--- config.mk ---
export PLATFORM = sky130hd
export DESIGN_NAME = pc_sequencer
export DESIGN_NICKNAME = d
export VERILOG_FILES = /design/src/rtl/pc_sequencer.sv
export SDC_FILE = /design/constraint.sdc
export NUM_CORES = 1
export LEC_CHECK = 0
export ABC_AREA = 1
export CORE_UTILIZATION = 49
export CTS_CLUSTER_DIAMETER = 80
export CTS_CLUSTER_SIZE = 28
export DETAILED_ROUTE_END_ITERATION = 7
export PLACE_DENSITY = 0.77
export SLEW_MARGIN = 10
export SYNTH_ARGS = -nofsm -noshare
export SYNTH_HDL_FRONTEND = slang
export SYNTH_SLANG_ARGS = --single-unit
export TNS_END_PERCENT = 50
--- constraint.sdc ---
create_clock -name CLK -period 2.61 [get_ports CLK]
set_input_delay 0.522 -clock CLK [delete_from_list [all_inputs] [get_ports CLK]]
set_output_delay 0.522 -clock CLK [all_outputs]
set_load 0.02 [all_outputs]
--- src/rtl/pc_sequencer.sv ---
// Program-counter sequencer: sequential fetch with handshake, branch/jump redirects, flush pulse.
// Optional return-address stack enabled by defining PC_RAS_EN.
module pc_sequencer #(
  parameter int                   PC_WIDTH     = 32,
  parameter int                   STEP         = 4,
  parameter logic [PC_WIDTH-1:0]  RESET_VECTOR = '0,
  parameter int                   OFF_WIDTH    = 8,
  parameter int                   RAS_DEPTH    = 4
) (
  input  logic                        CLK,
  input  logic                        RESET,
  input  logic                        IF_READY,
  input  logic                        STALL,
  input  logic                        BRANCH_TAKEN,
  input  logic signed [OFF_WIDTH-1:0] BRANCH_OFFSET,
  input  logic                        JUMP_EN,
  input  logic [PC_WIDTH-1:0]         JUMP_TARGET,
  input  logic                        HALT,
  input  logic                        CALL,
  input  logic                        RET,
  output logic [PC_WIDTH-1:0]         PC,
  output logic                        PC_VALID,
  output logic                        REDIRECT,
  output logic                        RAS_EMPTY
);

  localparam logic [PC_WIDTH-1:0] STEP_V = PC_WIDTH'(STEP);

  typedef enum logic [1:0] {BOOT, RUN, HALTED} state_t;

  state_t              state_q, state_n;
  logic [PC_WIDTH-1:0] pc_q, pc_n;
  logic                redirect_q, redirect_n;
  logic                ret_ok;
  logic [PC_WIDTH-1:0] ras_top;

  // Offset counts instructions: sign-extend to full width first, then scale to bytes.
  function automatic logic [PC_WIDTH-1:0] branch_target(
    input logic [PC_WIDTH-1:0]         pc,
    input logic signed [OFF_WIDTH-1:0] off
  );
    logic signed [PC_WIDTH-1:0] disp;
    disp = PC_WIDTH'(off);
    disp = disp <<< 2;
    return pc + STEP_V + $unsigned(disp);
  endfunction

`ifdef PC_RAS_EN
  localparam int PW = (RAS_DEPTH > 1) ? $clog2(RAS_DEPTH) : 1;
  localparam logic [PW:0] RAS_FULL = (PW+1)'(RAS_DEPTH);

  logic [PC_WIDTH-1:0] ras [RAS_DEPTH];
  logic [PW-1:0]       top_q;
  logic [PW:0]         count_q;
  logic                push, pop;

  assign ret_ok    = RET && (count_q != '0);
  assign ras_top   = ras[top_q - 1'b1];
  assign RAS_EMPTY = (count_q == '0);

  // Circular stack: top_q is the next write slot, so a push when full overwrites the oldest entry.
  always_ff @(posedge CLK) begin
    if (RESET) begin
      top_q   <= '0;
      count_q <= '0;
    end else if (pop) begin
      top_q   <= top_q - 1'b1;
      count_q <= count_q - 1'b1;
    end else if (push) begin
      top_q <= top_q + 1'b1;
      if (count_q != RAS_FULL) count_q <= count_q + 1'b1;
    end
  end

  always_ff @(posedge CLK) begin
    if (push && !RESET) ras[top_q] <= pc_q + STEP_V;
  end
`else
  logic unused_ras;
  assign unused_ras = CALL | RET;
  assign ret_ok     = 1'b0;
  assign ras_top    = '0;
  assign RAS_EMPTY  = 1'b1;
`endif

  always_comb begin
    state_n    = state_q;
    pc_n       = pc_q;
    redirect_n = 1'b0;
`ifdef PC_RAS_EN
    push       = 1'b0;
    pop        = 1'b0;
`endif
    case (state_q)
      BOOT:   state_n = RUN;
      RUN: begin
        if (HALT) begin
          state_n = HALTED;
        end else if (ret_ok) begin
          pc_n       = ras_top;
          redirect_n = 1'b1;
`ifdef PC_RAS_EN
          pop        = 1'b1;
`endif
        end else if (JUMP_EN) begin
          pc_n       = JUMP_TARGET;
          redirect_n = 1'b1;
`ifdef PC_RAS_EN
          push       = CALL;
`endif
        end else if (BRANCH_TAKEN) begin
          pc_n       = branch_target(pc_q, BRANCH_OFFSET);
          redirect_n = 1'b1;
        end else if (IF_READY && !STALL) begin
          pc_n = pc_q + STEP_V;
        end
      end
      default: state_n = state_q;
    endcase
  end

  always_ff @(posedge CLK) begin
    if (RESET) begin
      state_q    <= BOOT;
      pc_q       <= RESET_VECTOR;
      redirect_q <= 1'b0;
    end else begin
      state_q    <= state_n;
      pc_q       <= pc_n;
      redirect_q <= redirect_n;
    end
  end

  assign PC       = pc_q;
  assign PC_VALID = (state_q == RUN);
  assign REDIRECT = redirect_q;

endmodule

# Yosys cells after proc, flatten, opt, wreduce, memory -nomap -nowiden
# Cells that the tools add are included.
[op_classes]
n_addsub = 2
n_eq_ne = 2
muxes = 7
n_bitwise = 2
n_reduce_logical = 8
[op_table]
columns = ["op", "n"]
rows = [
  ["two-way mux 32 bit", 3],
  ["adder 32 x 3 -> 32 bit, second input constant", 1],
  ["adder 32 bit", 1],
  ["one-hot mux 2 bit (2 select lines)", 1],
  ["AND reduction 3 bit", 1],
  ["nonzero test 3 bit", 1],
  ["OR reduction 3 bit", 1],
  ["== test 2 x 1 -> 1 bit, second input constant", 1],
  ["zero test 2 bit", 1],
  ["two-way mux 1 bit", 2],
  ["two-way mux 2 bit", 1],
  ["!= test 2 bit, second input constant", 1],
  ["NOT 1 bit", 2],
  ["AND reduction 2 bit", 1],
  ["nonzero test 2 bit", 1],
  ["logical AND 1 bit", 1],
  ["zero test 1 bit", 1],
]
[totals]
regBits = 35
in_bits = 49
output_inout_bits = 35
word_cells = 24

# Logic depth before layout (Yosys ltp)
# Gate-level depths: netlist of run 1.
[depth]
depth_word = 5
mapped_depth = 23
mapped_depth_nobuf = 23

# Least setup slack after synthesis of run 1
# Ideal clock, no wire load.
[synth_timing]
kind = "register to register"
from = "register pc_q[2], in the netlist PC[2]"
to = "register pc_q[29], in the netlist PC[29]"
setup_time_ns = 0.134
t_arrival_ns = 2.706
required_ns = 2.476
setup_slack_ns = -0.230
path_stages_with_launch = 19
n_path_buf = 0
synth_period_minus_slack_ns = 2.840
path_cell_list = "dfxtp_1 -> ha_1 -> inv_1 -> nor2_2 -> nand2_1 -> nor2_1 -> xor2_1 -> inv_1 -> ha_1 -> a21oi_1 -> o21bai_1 -> a21oi_1 -> nor2_1 -> nor2_1 -> nand2_1 -> nand2_1 -> nand3_1 -> nand2_1 -> a21oi_1"
[synth_between]
elab_chain_len = 4
word_cells_on_any_way = 5
classes_between = "add/sub: 2; mux: 3"
[synth_rtl]
columns = ["item", "line", "source"]
rows = [
  ["from (decl)", "32", "logic [PC_WIDTH-1:0] pc_q, pc_n;"],
  ["from (signal assigned)", "129", "pc_q <= pc_n;"],
  ["adder 32 x 3 -> 32 bit (*)", "45, 115", ""],
  ["adder 32 bit / two-way mux 32 bit (equally long branches)", "45, 114", ""],
  ["two-way mux 32 bit (*)", "111", "end else if (BRANCH_TAKEN) begin"],
  ["two-way mux 32 bit (*)", "105", "end else if (JUMP_EN) begin"],
]
# Every way passes the cells marked *; elsewhere a longest branch is shown, timed or not. The select of a mux whose other input is x is not followed.
# A chain may end at the register's enable or synchronous reset.

# Final worst setup path of run 1
[layout_timing]
from = "register pc_q[8], in the netlist PC[8]"
to = "register pc_q[12], in the netlist PC[12]"
# Same word-level chain as after synthesis.

==> results of run 1 <==
-- layout make-up --
class                      count  area share (%)
inverter                     100            4.60
timing repair buffer         255            26.7
tap                          111            1.69
multi-input combinational    596            56.8
clock buffer                   6            1.00
sequential                    35            9.12
clock inverter                 2           0.137
-- flip-flops by register name, indices dropped and copies added (netlist names) --
register and count:
REDIRECT 1, state_q 2, PC 32
-- kinds of logic after synthesis --
logic type                 Yosys count  synth area share (%)
AOI/OAI and AO/OA                  140                  18.0
xor gates and xnor gates            37                  7.49
adders and majority gates           38                  10.4
buffers and inverters              119                  10.0
DFF                                 35                  15.1
other                                1                0.0810
and+or+nand+nor                    380                  38.9
-- worst max-delay path, cell delays in order (launching register included) --
cell and delay, ns:
dfxtp_4 0.43, nand2_4 0.09, nor2_4 0.14, nand2_2 0.09, nor2_4 0.14, buf_4 0.17, xor2_4 0.31, ha_4 0.27
a21o_1 0.22, nor2_2 0.36, nand2_2 0.19, nand2_1 0.11, inv_1 0.06, o21ai_0 0.28, o211ai_1 0.20, a21oi_1 0.18
-- path summary, 6_finish.rpt --
path	end	from
worst max-delay path	PC[12]	PC[8]
worst min-delay path	state_q[0]	state_q[0]
worst max register to register	PC[12]	PC[8]
worst min register to register	state_q[0]	state_q[0]
-- cell usage in the layout, fill, tap and decap left out, types with 16 or more instances in the layout --
cell and n:
nor2_4 28, inv_2 22, a21oi_1 44, nor2_1 52, nand2_1 137, a22oi_1 26
buf_4 163, clkdlybuf4s50_1 80, a21oi_2 19, nand2_2 40, nand3_1 35, inv_1 75
nand3_2 18, dfxtp_1 16, nand2_4 20, ha_4 25
-- per-stage QoR --
step | total power [µW] | cells | hold WS, ns | setup WS (ns)
final | 2260 | 1105 | 0.508 | -0.716
after global routing | 2330 | 1105 | 0.531 | -0.758
after CTS | 2070 | 1099 | 0.479 | -0.159
after detailed placement | 1490 | 1078 | 0.465 | -0.424
after global placement | 1460 | 1078 | 0.452 | -0.350
after floorplan | 1040 | 750 | 0.441 | 0.00956
-- report_power, final --
group          switching, µW  internal (µW)
Sequential              40.9            559
Clock                    247            212
Combinational            649            553
-- Yosys cell counts (2+ instances only) --
master	count
a21o_1	4
a21oi_1	67
a21oi_2	2
a22oi_1	26
a31oi_1	3
and3_1	2
buf_2	7
buf_4	2
clkbuf_1	10
clkinv_1	2
dfxtp_1	35
ha_1	37
inv_1	94
inv_2	4
nand2_1	184
nand2_2	11
nand2_4	2
nand3_1	49
nand3_2	4
nand3_4	2
nand3b_1	4
nand4_1	8
nor2_1	76
nor2_2	8
nor2_4	8
nor2_8	2
nor3_1	11
nor3_2	3
o211ai_1	9
o21ai_0	16
o21ai_1	5
o21bai_1	5
or2_2	2
xnor2_1	9
xnor2_2	3
xor2_1	25
-- repair_timing --
item,4_1_cts,5_1_grt
resized for setup,192,81
pin swaps,68,62
hold buffers,0,0
setup endpoints to repair,24,25
setup buffers,13,6
-- metal layers --
layer	routed length [µm]	global-route usage, %	vias up
met1	8070	44.8	3125
met2	10900	71.4	537
met4	2470	23.6	0
li1	-	-	2943
met3	2270	4.43	223
met5	0	0	-
==> impl_metrics.json, run 1 <==
{
  "p_leak_uw": 0.00384,
  "fin_nets": 1080,
  "htree_num_levels": 2,
  "portBuffers": 80,
  "min_path_type": "reg -> reg",
  "clock_path_buffers": 2,
  "ant_nets": 0,
  "clock_sinks": 35,
  "synth_seq_cells": 35,
  "drt-pass1-iter-count": 8,
  "yosys_warnings": 0,
  "clk_pin_slew_ns": 0.10,
  "status": "finished, violations left",
  "root_buffer": "clkbuf_8",
  "routed_wl_um": 23700,
  "fin_skew_ns": 0.0199,
  "vdd_drop_max_mv": 0.322,
  "rsz0062_at_grt": "true",
  "die_h_um": 99.2,
  "antenna_found_initial": 0,
  "hold_path_depth": 2,
  "grt_max_degree": 36,
  "ys.flop_type": "dfxtp_1",
  "crit_path_max_fanout": 4,
  "synth_fp_nets": 837,
  "crit_type": "reg -> reg",
  "grt_pass1_vias": 6259,
  "cap_violations": 0,
  "cts_inserted_buffers": 5,
  "setup_tns_ns": -9.01,
  "via_per_inst": 6.18,
  "io_pins": 84,
  "die-area_um2": 9840,
  "start_util_pct": 50.3,
  "placed_area_um2": 6740,
  "num_rows": 35,
  "multi_input_area_um2": 4670,
  "power_density_nw_per_um2": 275,
  "yosysTopAreaCell": "dfxtp_1",
  "regToRegSetupSlack_ns": -0.72,
  "clk_latency_ns": 0.31,
  "core_um2": 9200,
  "initialDrtViolationCount": 696,
  "drc_errors": 0,
  "diodes": 0,
  "post-route-period-util_pct": 127,
  "vias": 6828,
  "critPathArrivalTime_ns": 3.56,
  "overflow": 0,
  "start_kind": "register",
  "failed_checks": "setup timing",
  "synth_area_leaders": "dfxtp_1, nand2_1, ha_1",
  "setup_violations": 25,
  "postSynthAreaPerCell_um2": 6.17,
  "design_area_um2": 8220,
  "grt_pass1_wl_um": 30500,
  "gr-usage-all-layers_pct": 39.5,
  "cp_data_required_time_ns": 2.84,
  "syn_inst": 750,
  "routabilityCongestion": 1.00,
  "drv_slew": 0,
  "wl_per_cell_um": 21.4,
  "async_reset_ff_share_pct": 0,
  "hpwl_um": 14000,
  "area_growth_syn_to_layout_pct": 77.7,
  "finalCoreUtilization_pct": 89.4,
  "synth-edff-count": 0,
  "synthDominantCellAreaShare_pct": 15.1,
  "synth_area_um2": 4630,
  "synth_cell_type_count": 45,
  "die_w_um": 99.2,
  "seq_area_um2": 749,
  "hold_violations": 0,
  "fillers": 432,
  "drive_above_1_share_pct": 43.9,
  "clock.fmax_mhz": 301,
  "cts_tree": "done",
  "reg2reg_depth": 15,
  "seq_area_frac_synth_pct": 15.1,
  "worst_slack_ns": -0.716,
  "fin_crit_ns": 3.33,
  "endpoint_kind": "register"
}
Power figures use the tool's default switching activity.
==> run 2, diff against run 1 <==
Settings changed: SKIP_CTS_REPAIR_TIMING set to 1, SLEW_MARGIN 10 to 0.
==> run 2 against run 1 <==
Compared with the run above: the run still ends with setup timing left; die area is the same; routed wire length shrank 19%; cell count shrank 1.2%; combinational power shrank 9%; cell area shrank 4.0%; first-iteration DRC count shrank 45%; fmax grew 15%; clock power shrank 4.4%; critical path depth grew 4; sequential share of layout area grew 0.36 points; highest routed layer unchanged.
==> impl_metrics.json, run 2 (synthesis results as in run 1) <==
{
  "crit_slowest_cell": "dfxtp_4",
  "clock_path_buffers": 2,
  "grt_pass1_vias": 5730,
  "clk_pin_slew_ns": 0.09,
  "crit_family": "simple AND/OR/NAND/NOR gates",
  "routabilityCongestion": 1.00,
  "vdd_drop_max_mv": 0.236,
  "worst_slack_ns": -0.279,
  "core_um2": 9200,
  "fin_skew_ns": 0.0101,
  "drt-pass1-iter-count": 5,
  "cap_violations": 0,
  "endpoint_kind": "register",
  "overflow": 0,
  "hpwl_um": 14000,
  "io_pins": 84,
  "cp_slowest_stage_delay_ns": 0.38,
  "routed_wl_um": 19100,
  "p_sw_uw": 834,
  "setup_tns_ns": -4.27,
  "die-area_um2": 9840,
  "portBuffers": 80,
  "cts_inserted_buffers": 5,
  "crit_path_max_fanout": 4,
  "critPathArrivalTime_ns": 3.05,
  "ant_nets": 0,
  "fin_nets": 1067,
  "diodes": 0,
  "fin_crit_ns": 2.89,
  "rsz0062_at_grt": "true",
  "drv_slew": 0,
  "root_buffer": "clkbuf_8",
  "largest_reg_flops": 32,
  "crit_path_cell_trace": "nand2_2 > buf_4 > inv_1 > nand3_2 > nor2_4 > nand2_2 > xor2_2 > inv_2 > ha_4 > nand2_2 > buf_6 > nor2_4 > nand2_2 > inv_2 > a21oi_4 > xor2_2 > nand2_1 > nand2_1 > a21oi_1",
  "hold_violations": 0,
  "gr-usage-all-layers_pct": 34.8,
  "setup_violations": 21,
  "status": "finished, violations left",
  "seqPwrFrac_pct": 28.0,
  "grt_max_degree": 36,
  "wl_per_cell_um": 17.5,
  "start_kind": "register",
  "clk_latency_ns": 0.30,
  "num_rows": 35,
  "start_util_pct": 50.3,
  "power_density_nw_per_um2": 269,
  "post-route-period-util_pct": 111,
  "final_cell_mix": "buf_4, nand2_1, clkdlybuf4s50_1",
  "antenna_found_initial": 0,
  "grt_pass1_wl_um": 27000,
  "p_clk_share_pct": 20.7,
  "final_common_cell": "buf_4",
  "drive_above_1_share_pct": 41.7,
  "clock.fmax_mhz": 346,
  "cp_data_required_time_ns": 2.77,
  "finalPower_uw": 2120,
  "via_per_inst": 5.66,
  "crit_path_start": "PC[7]",
  "p_leak_uw": 0.00370,
  "drc_errors": 0,
  "clock_sinks": 35,
  "failed_checks": "setup timing",
  "die_w_um": 99.2,
  "initialDrtViolationCount": 380,
  "crit_type": "reg -> reg",
  "area_growth_syn_to_layout_pct": 70.6,
  "cp_num_buf_inv": 5,
  "internal_power_uw": 1290,
  "worstHoldStart": "state_q[1]",
  "die_h_um": 99.2,
  "r2r-start": "PC[7]",
  "htree_num_levels": 2,
  "critPathMostFrequentCell": "nand2_2",
  "p_comb_share_pct": 51.3,
  "min_path_type": "reg -> reg",
  "p_sw_share_pct": 39.3,
  "cts_tree": "done",
  "vias": 6184
}
==> run 2: cell types whose count changed in the layout (fill, tap and decap cells not counted), moves of 4 or more <==
cell / previous run / this run
ha_4: 25 / 20
inv_2: 22 / 18
nor3_2: 1 / 5
inv_1: 75 / 79
buf_6: 8 / 4
ha_1: 12 / 17
buf_4: 163 / 155
nand2_1: 137 / 145
nand2_4: 20 / 14
nor2_2: 12 / 19
nor2_4: 28 / 24
==> run 2: power by group through the flow <==
| stage | clock, µW | sequential (µW) | combinational (µW) |
|---|---|---|---|
| 5_1_grt | 451 | 597 | 1160 |
| 4_1_cts | 429 | 592 | 892 |
| 2_1_floorplan | 0 | 640 | 397 |
| 3_3_place_gp | 0 | 602 | 862 |
| 6_report | 439 | 595 | 1090 |
| 3_5_place_dp | 0 | 603 | 886 |
==> run 2: worst paths after layout <==
| check | endpoint | slack (ns) | cells after the start |
|---|---|---|---|
| setup / recovery | PC[23] | -0.28 | 19 |
| hold / removal | state_q[0] | 0.49 | 1 |
| setup reg to reg | PC[23] | -0.28 | 19 |
| hold reg to reg | state_q[0] | 0.49 | 1 |
==> run 2: cell type report <==
| type | count | area (µm²) |
|---|---|---|
| multi-input cells | 596 | 4460 |
| repair buffers | 242 | 2070 |
| fillers | 534 | 1300 |
| flip-flops and latches | 35 | 748 |
| inverters | 100 | 379 |
| well taps | 111 | 139 |
| clock buffers | 6 | 82.6 |
| clock inverters | 2 | 11.3 |
==> run 2: metrics by stage <==
stage	hold slack [ns]	util (%)	cells	cell area [µm²]	setup WS, ns
finish	0.485	85.8	1092	7890	-0.279
global route	0.512	85.8	1092	7890	-0.433
CTS	0.479	74.3	1086	6830	-0.451
detailed placement	0.465	73.3	1078	6740	-0.424
global placement	0.452	73.3	1078	6740	-0.350
floorplan	0.441	-	750	4670	0.00956
==> run 2: routing by layer <==
| layer | vias to the layer above | routed length, µm | track usage, % | share of wire [%] |
|---|---|---|---|---|
| met4 | 0 | 947 | 15.3 | 4.9 |
| li1 | 2921 | - | - | - |
| met5 | - | 0 | 0 | 0 |
| met1 | 2888 | 7610 | 41.4 | 40 |
| met2 | 292 | 9500 | 63.5 | 50 |
| met3 | 83 | 1090 | 3.51 | 5.7 |
==> run 2: worst reg2reg max path, delay by kind of cell (launching register included) <==
family	cells	cell delay, ns
flops	1	0.38
fa+ha+maj	1	0.29
xor+xnor	2	0.45
simple gates	9	0.96
compound gates	2	0.12
buf+inv	5	0.52
